### config.mk
export PLATFORM = sky130hd
export DESIGN_NAME = button_conditioner
export DESIGN_NICKNAME = d
export VERILOG_FILES = /design/src/rtl/btn_pkg.sv /design/src/rtl/debounce_channel.sv /design/src/rtl/button_conditioner.sv
export SDC_FILE = /design/constraint.sdc
export NUM_CORES = 1
export LEC_CHECK = 0
export ABC_AREA = 1
export BUFFER_PORTS_ARGS = -buffer_cell sky130_fd_sc_hd__buf_2
export CAP_MARGIN = 15
export CORE_AREA = 4 4 109 111
export DETAILED_ROUTE_END_ITERATION = 8
export DIE_AREA = 0 0 113 115
export GPL_TIMING_DRIVEN = 0
export PLACE_DENSITY = 0.92
export SLEW_MARGIN = 30
export SYNTH_ARGS = -nofsm -noshare
export SYNTH_HDL_FRONTEND = slang
export SYNTH_HIERARCHICAL = 1
export SYNTH_SLANG_ARGS = --single-unit
### constraint.sdc
create_clock -name clk -period 2.3 [get_ports clk]
set_input_delay 0.345 -clock clk [delete_from_list [all_inputs] [get_ports clk]]
set_output_delay 0.345 -clock clk [all_outputs]
set_load 0.1 [all_outputs]
### src/rtl/btn_pkg.sv
// Shared types and constants for the push-button conditioning path.
package btn_pkg;

   localparam int unsigned CLK_HZ = 27000000;

   typedef enum logic [1:0] {
      IDLE         = 2'd0,
      PRESS_WAIT   = 2'd1,
      PRESSED      = 2'd2,
      RELEASE_WAIT = 2'd3
   } state_t;

   // Divide first so long durations stay inside 32 bits.
   function automatic int unsigned MS_TO_CYCLES(input int unsigned ms);
      return (CLK_HZ / 1000) * ms;
   endfunction

endpackage

### src/rtl/debounce_channel.sv
// One button channel: 2-flop synchroniser, debounce FSM and long-press detector.
module debounce_channel
   import btn_pkg::*;
#(
   parameter int unsigned DEBOUNCE_TIME = 270000,
   parameter int unsigned HOLD_TIME     = 27000000
) (
   input  logic clk,
   input  logic reset,
   input  logic btn_n,
   output logic btn_level,
   output logic btn_press,
   output logic btn_release,
   output logic btn_hold
);

   localparam int unsigned DEB_W  = $clog2(DEBOUNCE_TIME);
   localparam int unsigned HOLD_W = $clog2(HOLD_TIME + 1);
   localparam logic [DEB_W-1:0]  DEB_LAST  = DEB_W'(DEBOUNCE_TIME - 1);
   localparam logic [HOLD_W-1:0] HOLD_LAST = HOLD_W'(HOLD_TIME - 1);

   logic sync1, sync2;
   logic pressed_s;

   state_t             state, state_nx;
   logic [DEB_W-1:0]   cnt, cnt_nx;
   logic [HOLD_W-1:0]  hold_cnt, hold_cnt_nx;
   logic               hold_done, hold_done_nx;
   logic               level_nx, press_nx, release_nx, hold_nx;

   // Synchroniser presets to "released" so reset never looks like a press.
   always_ff @(posedge clk or negedge reset) begin
      if (!reset) begin
         sync1 <= 1'b1;
         sync2 <= 1'b1;
      end else begin
         sync1 <= btn_n;
         sync2 <= sync1;
      end
   end

   assign pressed_s = ~sync2;

   always_ff @(posedge clk or negedge reset) begin
      if (!reset) begin
         state       <= IDLE;
         cnt         <= '0;
         hold_cnt    <= '0;
         hold_done   <= 1'b0;
         btn_level   <= 1'b0;
         btn_press   <= 1'b0;
         btn_release <= 1'b0;
         btn_hold    <= 1'b0;
      end else begin
         state       <= state_nx;
         cnt         <= cnt_nx;
         hold_cnt    <= hold_cnt_nx;
         hold_done   <= hold_done_nx;
         btn_level   <= level_nx;
         btn_press   <= press_nx;
         btn_release <= release_nx;
         btn_hold    <= hold_nx;
      end
   end

   // Next-state and strobe generation; strobes default low so they last one cycle.
   always_comb begin
      state_nx     = state;
      cnt_nx       = cnt;
      hold_cnt_nx  = hold_cnt;
      hold_done_nx = hold_done;
      level_nx     = btn_level;
      press_nx     = 1'b0;
      release_nx   = 1'b0;
      hold_nx      = 1'b0;

      unique case (state)
         IDLE: begin
            if (pressed_s) begin
               state_nx = PRESS_WAIT;
               cnt_nx   = '0;
            end
         end
         PRESS_WAIT: begin
            if (!pressed_s) begin
               state_nx = IDLE;
            end else if (cnt == DEB_LAST) begin
               state_nx     = PRESSED;
               level_nx     = 1'b1;
               press_nx     = 1'b1;
               hold_cnt_nx  = '0;
               hold_done_nx = 1'b0;
            end else begin
               cnt_nx = cnt + DEB_W'(1);
            end
         end
         PRESSED: begin
            if (!pressed_s) begin
               state_nx = RELEASE_WAIT;
               cnt_nx   = '0;
            end else if (!hold_done) begin
               if (hold_cnt == HOLD_LAST) begin
                  hold_nx      = 1'b1;
                  hold_done_nx = 1'b1;
               end else begin
                  hold_cnt_nx = hold_cnt + HOLD_W'(1);
               end
            end
         end
         RELEASE_WAIT: begin
            // A bounce back to pressed resumes the hold timer where it stopped.
            if (pressed_s) begin
               state_nx = PRESSED;
            end else if (cnt == DEB_LAST) begin
               state_nx   = IDLE;
               level_nx   = 1'b0;
               release_nx = 1'b1;
            end else begin
               cnt_nx = cnt + DEB_W'(1);
            end
         end
         default: state_nx = IDLE;
      endcase
   end

endmodule

### src/rtl/button_conditioner.sv
// Conditions NUM_BTN raw active-low buttons into debounced levels and event strobes.
module button_conditioner
   import btn_pkg::*;
#(
   parameter int unsigned NUM_BTN       = 2,
   parameter int unsigned DEBOUNCE_TIME = MS_TO_CYCLES(10),
   parameter int unsigned HOLD_TIME     = MS_TO_CYCLES(1000)
) (
   input  logic               clk,
   input  logic               reset,
   input  logic [NUM_BTN-1:0] btn_n,
   output logic [NUM_BTN-1:0] btn_level,
   output logic [NUM_BTN-1:0] btn_press,
   output logic [NUM_BTN-1:0] btn_release,
   output logic [NUM_BTN-1:0] btn_hold
);

   for (genvar i = 0; i < int'(NUM_BTN); i++) begin : g_chan
      debounce_channel #(
         .DEBOUNCE_TIME (DEBOUNCE_TIME),
         .HOLD_TIME     (HOLD_TIME)
      ) u_chan (
         .clk         (clk),
         .reset       (reset),
         .btn_n       (btn_n[i]),
         .btn_level   (btn_level[i]),
         .btn_press   (btn_press[i]),
         .btn_release (btn_release[i]),
         .btn_hold    (btn_hold[i])
      );
   end

endmodule

**Yosys cells after proc, flatten, opt, wreduce, memory -nomap -nowiden**

Cells that the tools add are included.

- Add/sub/neg operators: 4
- Equality and inequality tests: 32
- Multiplexer cells: 74
- Reduce and logical (&&, ||, !) cells: 16

Operators by type and width:

| cell | number |
|---|---|
| two-way mux 25 bit | 10 |
| two-way mux 19 bit | 10 |
| one-hot mux 19 bit (4 select lines) | 2 |
| one-hot mux 25 bit (2 select lines) | 2 |
| adder 25 x 1 -> 25 bit (second input constant) | 2 |
| equality test 25 bit (second input constant) | 2 |
| adder 19 x 1 -> 19 bit (second input constant) | 2 |
| equality test 19 bit (second input constant) | 2 |
| two-way mux 1 bit | 32 |
| two-way mux 2 bit | 12 |
| AND reduction 4 bit | 6 |
| != test 2 bit (second input constant) | 10 |
| != test 2 x 1 -> 1 bit (second input constant) | 8 |
| one-hot mux 2 bit (4 select lines) | 2 |
| AND reduction 6 bit | 2 |
| AND reduction 5 bit | 2 |
| equality test 2 bit (second input constant) | 4 |
| one-hot mux 1 bit (2 select lines) | 4 |
| nonzero test 2 bit | 4 |
| != test 3 x 1 -> 1 bit (second input constant) | 2 |
| != test 3 bit (second input constant) | 2 |
| equality test 2 x 1 -> 1 bit (second input constant) | 2 |
| zero test 2 bit | 2 |

- Register bits after elaboration: 106
- Input port bits: 4
- Output and inout port bits: 8
- Word-level logic and storage cells: 146

**Depth between registers and ports, before layout**

- Depth after elaboration: 5
- Mapped depth: 12

**Hierarchy**

The synthesis kept the hierarchy.

Modules (own cells, without submodules):

| module | instances | cells each | area an instance (um^2) | sequential area each (um^2) |
|---|---|---|---|---|
| debounce_channel at g_chan[0].u_chan | 1 | 512 | 3458.3 | 1328.8 |
| debounce_channel at g_chan[1].u_chan | 1 | 498 | 3434.5 | 1328.8 |

**Worst setup path after synthesis**

No wires, ideal clock.

- Path kind: flip-flop to flip-flop
- Start point: reg g_chan[0].u_chan.cnt[0]
- End point: reg g_chan[0].u_chan.hold_cnt[17]
- Library setup time: 0.117 ns
- Arrival: 1.523 ns
- Required time: 2.183 ns
- Path slack: 0.659 ns
- Cell stages (with the launch flop): 12
- Path buffers: 1
- Cell sequence: dfrtp_1 > ha_1 > nand3_2 > clkinv_2 > nand2_1 > nor2_1 > nand4_2 > nand2_4 > nand2_4 > buf_6 > nand2_1 > nand2_1

- Word-level cells in the longest chain between the ends: 3

Ends and longest elaborated chain:

| element | RTL line | source |
|---|---|---|
| start: declaration | debounce_channel.sv:26 | `logic [DEB_W-1:0] cnt, cnt_nx;` |
| start signal: assignment | debounce_channel.sv:56 | `cnt <= cnt_nx;` |
| equality test 19 bit | debounce_channel.sv:87 | `end else if (cnt == DEB_LAST) begin` |
| != test 2 x 1 -> 1 bit (no line) | - |  |
| AND reduction 6 bit (no line) | - |  |
| end signal: assignment | debounce_channel.sv:57 | `hold_cnt <= hold_cnt_nx;` |
| end: declaration | debounce_channel.sv:27 | `logic [HOLD_W-1:0] hold_cnt, hold_cnt_nx;` |

No other way between the ends.
A chain may end at the register's enable or synchronous reset.

**Worst setup path after layout**

- Start point: reg g_chan[0].u_chan.hold_cnt[0]
- End point: reg g_chan[0].u_chan.hold_cnt[4]

- Word-level cells in the longest chain between the ends: 5
- Elaborated cells between the ends (all ways): 8

Ends and longest elaborated chain:

| element | RTL line | source |
|---|---|---|
| adder 25 x 1 -> 25 bit | debounce_channel.sv:106 | `hold_cnt_nx = hold_cnt + HOLD_W'(1);` |
| two-way mux 25 bit | debounce_channel.sv:102 | `if (hold_cnt == HOLD_LAST) begin` |
| two-way mux 25 bit | debounce_channel.sv:101 | `end else if (!hold_done) begin` |
| two-way mux 25 bit | debounce_channel.sv:98 | `if (!pressed_s) begin` |
| one-hot mux 25 bit (2 select lines) | debounce_channel.sv:77 | `unique case (state)` |

Parallel ways exist; a longest one is shown, timed or not. The select of a mux whose other input is x is not followed.

==> key figures <==
Run status
  • Status: complete, no violations

Global route
  • First-pass GRT wire length: 27100 um
  • Number of global-route vias before repair: 6021
  • Largest net degree at the start of global routing: 73
  • Overflow after GRT: 0
  • Initial antenna violation count: 0
  • GRT Util Overall: 0.249

Setup path
  • Data arrival, critical path: 2.21 ns
  • Reg2Reg Launch Point: g_chan[0].u_chan/hold_cnt[0]
  • Crit-path cells: ha_1 -> nand2_1 -> nor2_2 -> nand2_1 -> nor2_1 -> nand3_1 -> nand2_2 -> nand2_4 -> buf_2 -> nand3_1 -> nand2_1
  • Worst setup path startpoint: g_chan[0].u_chan/hold_cnt[0]
  • FF-to-FF setup slack: 0.36 ns
  • CP dominant cell by count: nand2_1
  • Crit-path slowest cell: dfrtp_1
  • CP peak stage delay: 0.45 ns
  • Crit Path Class: reg -> reg
  • Crit start category: flip-flop
  • Critical path data required time: 2.57 ns
  • Crit Path Max Fanout: 10
  • Setup crit end kind: flip-flop

Placement
  • Final RePlAce weighted congestion: 0.947
  • Placed Cells: 1162
  • Post-DP HPWL: 11300 um
  • Port Buf Inserts: 11

Finish
  • Fraction of layout cells with a size suffix above 1: 0.107
  • Multi-input logic area: 3650 sq um
  • FF/Latch Area: 2660 sq um
  • Most common cell after layout, fill and taps aside: nand2_1
  • Fillcell total: 901
  • Number of diodes: 0
  • Fin nets: 1042
  • Commonest non-fill, non-tap cells in the layout: nand2_1, nor2_1, nand3_1, dfrtp_1, inv_1
  • Final cell count without fillers: 1179
  • Core Util, Final: 0.682
  • Area grow syn2layout: 6.73%

STA
  • Fmax: 0.515 GHz
  • Final min period: 1.94 ns
  • Final setup vio count: 0
  • Worst Hold Slack: 0.0450 ns
  • Setup TNS: 0 ns
  • Final Hold Viols: 0
  • Fin. max-slew vios: 0
  • Skew final: 0.0123 ns
  • Period utilization: 0.844
  • Relative slew slack: 0.665
  • RSZ-0062 raised after global routing: no
  • Worst slew pin tran: 0.498 ns

Clock network
  • Clock Tree Buf Depth: 2
  • Post-CTS Setup Bufs: 0
  • Clk Latency, worst-skew pair: 0.38 ns
  • CTS Buf Count: 9
  • CTS sink count: 106
  • Register clock-pin slew on the reported worst setup and hold paths: 0.11 ns
  • Root buf cell: clkbuf_8
  • TritonCTS clock tree: yes
  • Htree depth: 3

Synthesis
  • Avg Cell Area, Syn: 6.82 sq um
  • Top FF cell, synth: dfrtp_1
  • Warnings from Yosys: 6
  • Mapped cell area: 6890 sq um
  • Sequential share of the synthesized area: 0.386
  • Number of synthesized flops with an enable pin: 0
  • Post-synth ARST share: 1.00
  • Distinct cells, synth: 39
  • Post-synthesis register bit count: 106
  • Syn_nets: 1018
  • Gate count of the mapped netlist: 1010

Floorplan
  • Die H: 115 um
  • Row count: 38
  • Total core area: 10800 sq um
  • Die W: 113 um
  • Die Area: 13000 sq um
  • Initial Util: 0.639
  • IO Pins: 12

Routing
  • Post-Route WL: 15600 um
  • Wire per inst: 13.3 um
  • DRC violations left: 0
  • Final ANT Viol Nets: 0
  • Drt via density: 5.53
  • Initial DRT Pass Iterations: 7
  • First DRT Iteration DRCs: 552
  • Vias: 6525

Worst hold path
  • Worst Hold Class: in -> reg
  • Hold Startpoint: btn_n[1]

Power and ir drop
  • Pwr Total: 0.00316 W
  • LEAKAGE: 3.45 nW
  • Pwr dens: 429 nW/um^2
  • Max VDD drop: 480 uV

Job
  • Max_cap viols: 0
## stage by stage
step,cell area [sq um],setup WS (ns)
after floorplan,6890,0.659
after global placement,7120,-0.262
after detailed placement,7160,0.390
after CTS,7360,0.374
after global routing,7360,0.209
final,7360,0.358
## kinds of logic (layout without fill, tap and decap cells)
| family | count (synthesis) | in the layout | synth area share |
|---|---|---|---|
| AO/OA/AOI/OAI | 73 | 73 | 0.0612 |
| buffers and inverters | 132 | 161 | 0.0842 |
| AND/OR/NAND/NOR | 668 | 668 | 0.427 |
| flip-flops | 106 | 106 | 0.386 |
| adder cells (fa/ha/maj) | 4 | 4 | 0.00726 |
| XOR/XNOR | 27 | 27 | 0.0343 |
## state kept, by name, indices dropped and copies added, names as in the netlist, named ones only
name	count
g_chan.u_chan/hold_cnt	50
g_chan.u_chan/state	2
g_chan.u_chan/sync1	2
g_chan.u_chan/btn_release	2
g_chan.u_chan/hold_done	2
g_chan.u_chan/sync2	2
g_chan.u_chan/btn_level	2
g_chan.u_chan/btn_press	2
g_chan.u_chan/cnt	38
g_chan.u_chan/btn_hold	2
## synth_stat cells (2+ instances only)
cell type | n | area share
buf_2 | 8 | 0.0058
o21ai_1 | 4 | 0.0029
nor2_1 | 140 | 0.076
o21ai_0 | 37 | 0.027
dfstp_2 | 4 | 0.015
o211ai_1 | 2 | 0.0022
nand3b_1 | 4 | 0.0044
buf_6 | 6 | 0.0098
xor2_1 | 22 | 0.028
nand4_2 | 2 | 0.0036
nor4_1 | 3 | 0.0027
inv_2 | 11 | 0.0060
buf_4 | 7 | 0.0076
nand2_2 | 7 | 0.0064
nand4_1 | 20 | 0.018
xnor2_1 | 5 | 0.0064
nand2_1 | 341 | 0.19
nand2_4 | 8 | 0.013
nand3_2 | 2 | 0.0029
nand3_1 | 102 | 0.074
inv_1 | 96 | 0.052
dfrtp_1 | 102 | 0.37
a21oi_1 | 17 | 0.012
o21ai_2 | 11 | 0.014
ha_1 | 4 | 0.0073
nor3_1 | 23 | 0.017
nand4_4 | 2 | 0.0062
nor2_4 | 3 | 0.0049
nor2_2 | 7 | 0.0064
## metal layers
layer	part of all wire	vias up	global-route usage
li1	-	3240	-
met3	0.068	27	0.0395
met2	0.48	243	0.418
met5	0	-	0
met4	0.014	0	0.0881
met1	0.44	3015	0.331
## critical path: cells and delay by family (launching register included)
family | cells | cell delay (ns)
AND/OR/NAND/NOR | 9 | 0.92
adder cells (fa/ha/maj) | 1 | 0.23
buffers and inverters | 1 | 0.23
flip-flops | 1 | 0.45
## timing repair
item                                   in CTS  in global routing
hold buffers                                1                  0
gates resized for setup                     0                  0
endpoints found under the hold margin      34                  0
## final timing paths
kind,endpoint,depth (start not counted)
min reg2reg,g_chan[1].u_chan/sync2,0
max in group asynchronous,g_chan[1].u_chan/sync2,3
max,g_chan[0].u_chan/hold_cnt[4],11
min,g_chan[1].u_chan/sync1,1
max reg2reg,g_chan[0].u_chan/hold_cnt[4],11
min in group asynchronous,g_chan[0].u_chan/cnt[13],2
## power breakdown
part	switching, W	internal (W)	leakage [nW]
Clock	0.000667	0.000464	0.0972
Combinational	0.0000919	0.0000353	1.90
Sequential	0.0000163	0.00188	1.46
Total	0.000775	0.00238	3.45
## area by class of cell
cell class,count,area share
plain buffers,23,0.0228
inverters,109,0.0561
flip-flops and latches,106,0.361
clock inverters,4,0.00476
multi-input cells,772,0.497
well taps,140,0.0238
clock buffers,12,0.0211
repair buffers,13,0.0134
Power figures use the tool's default switching activity.
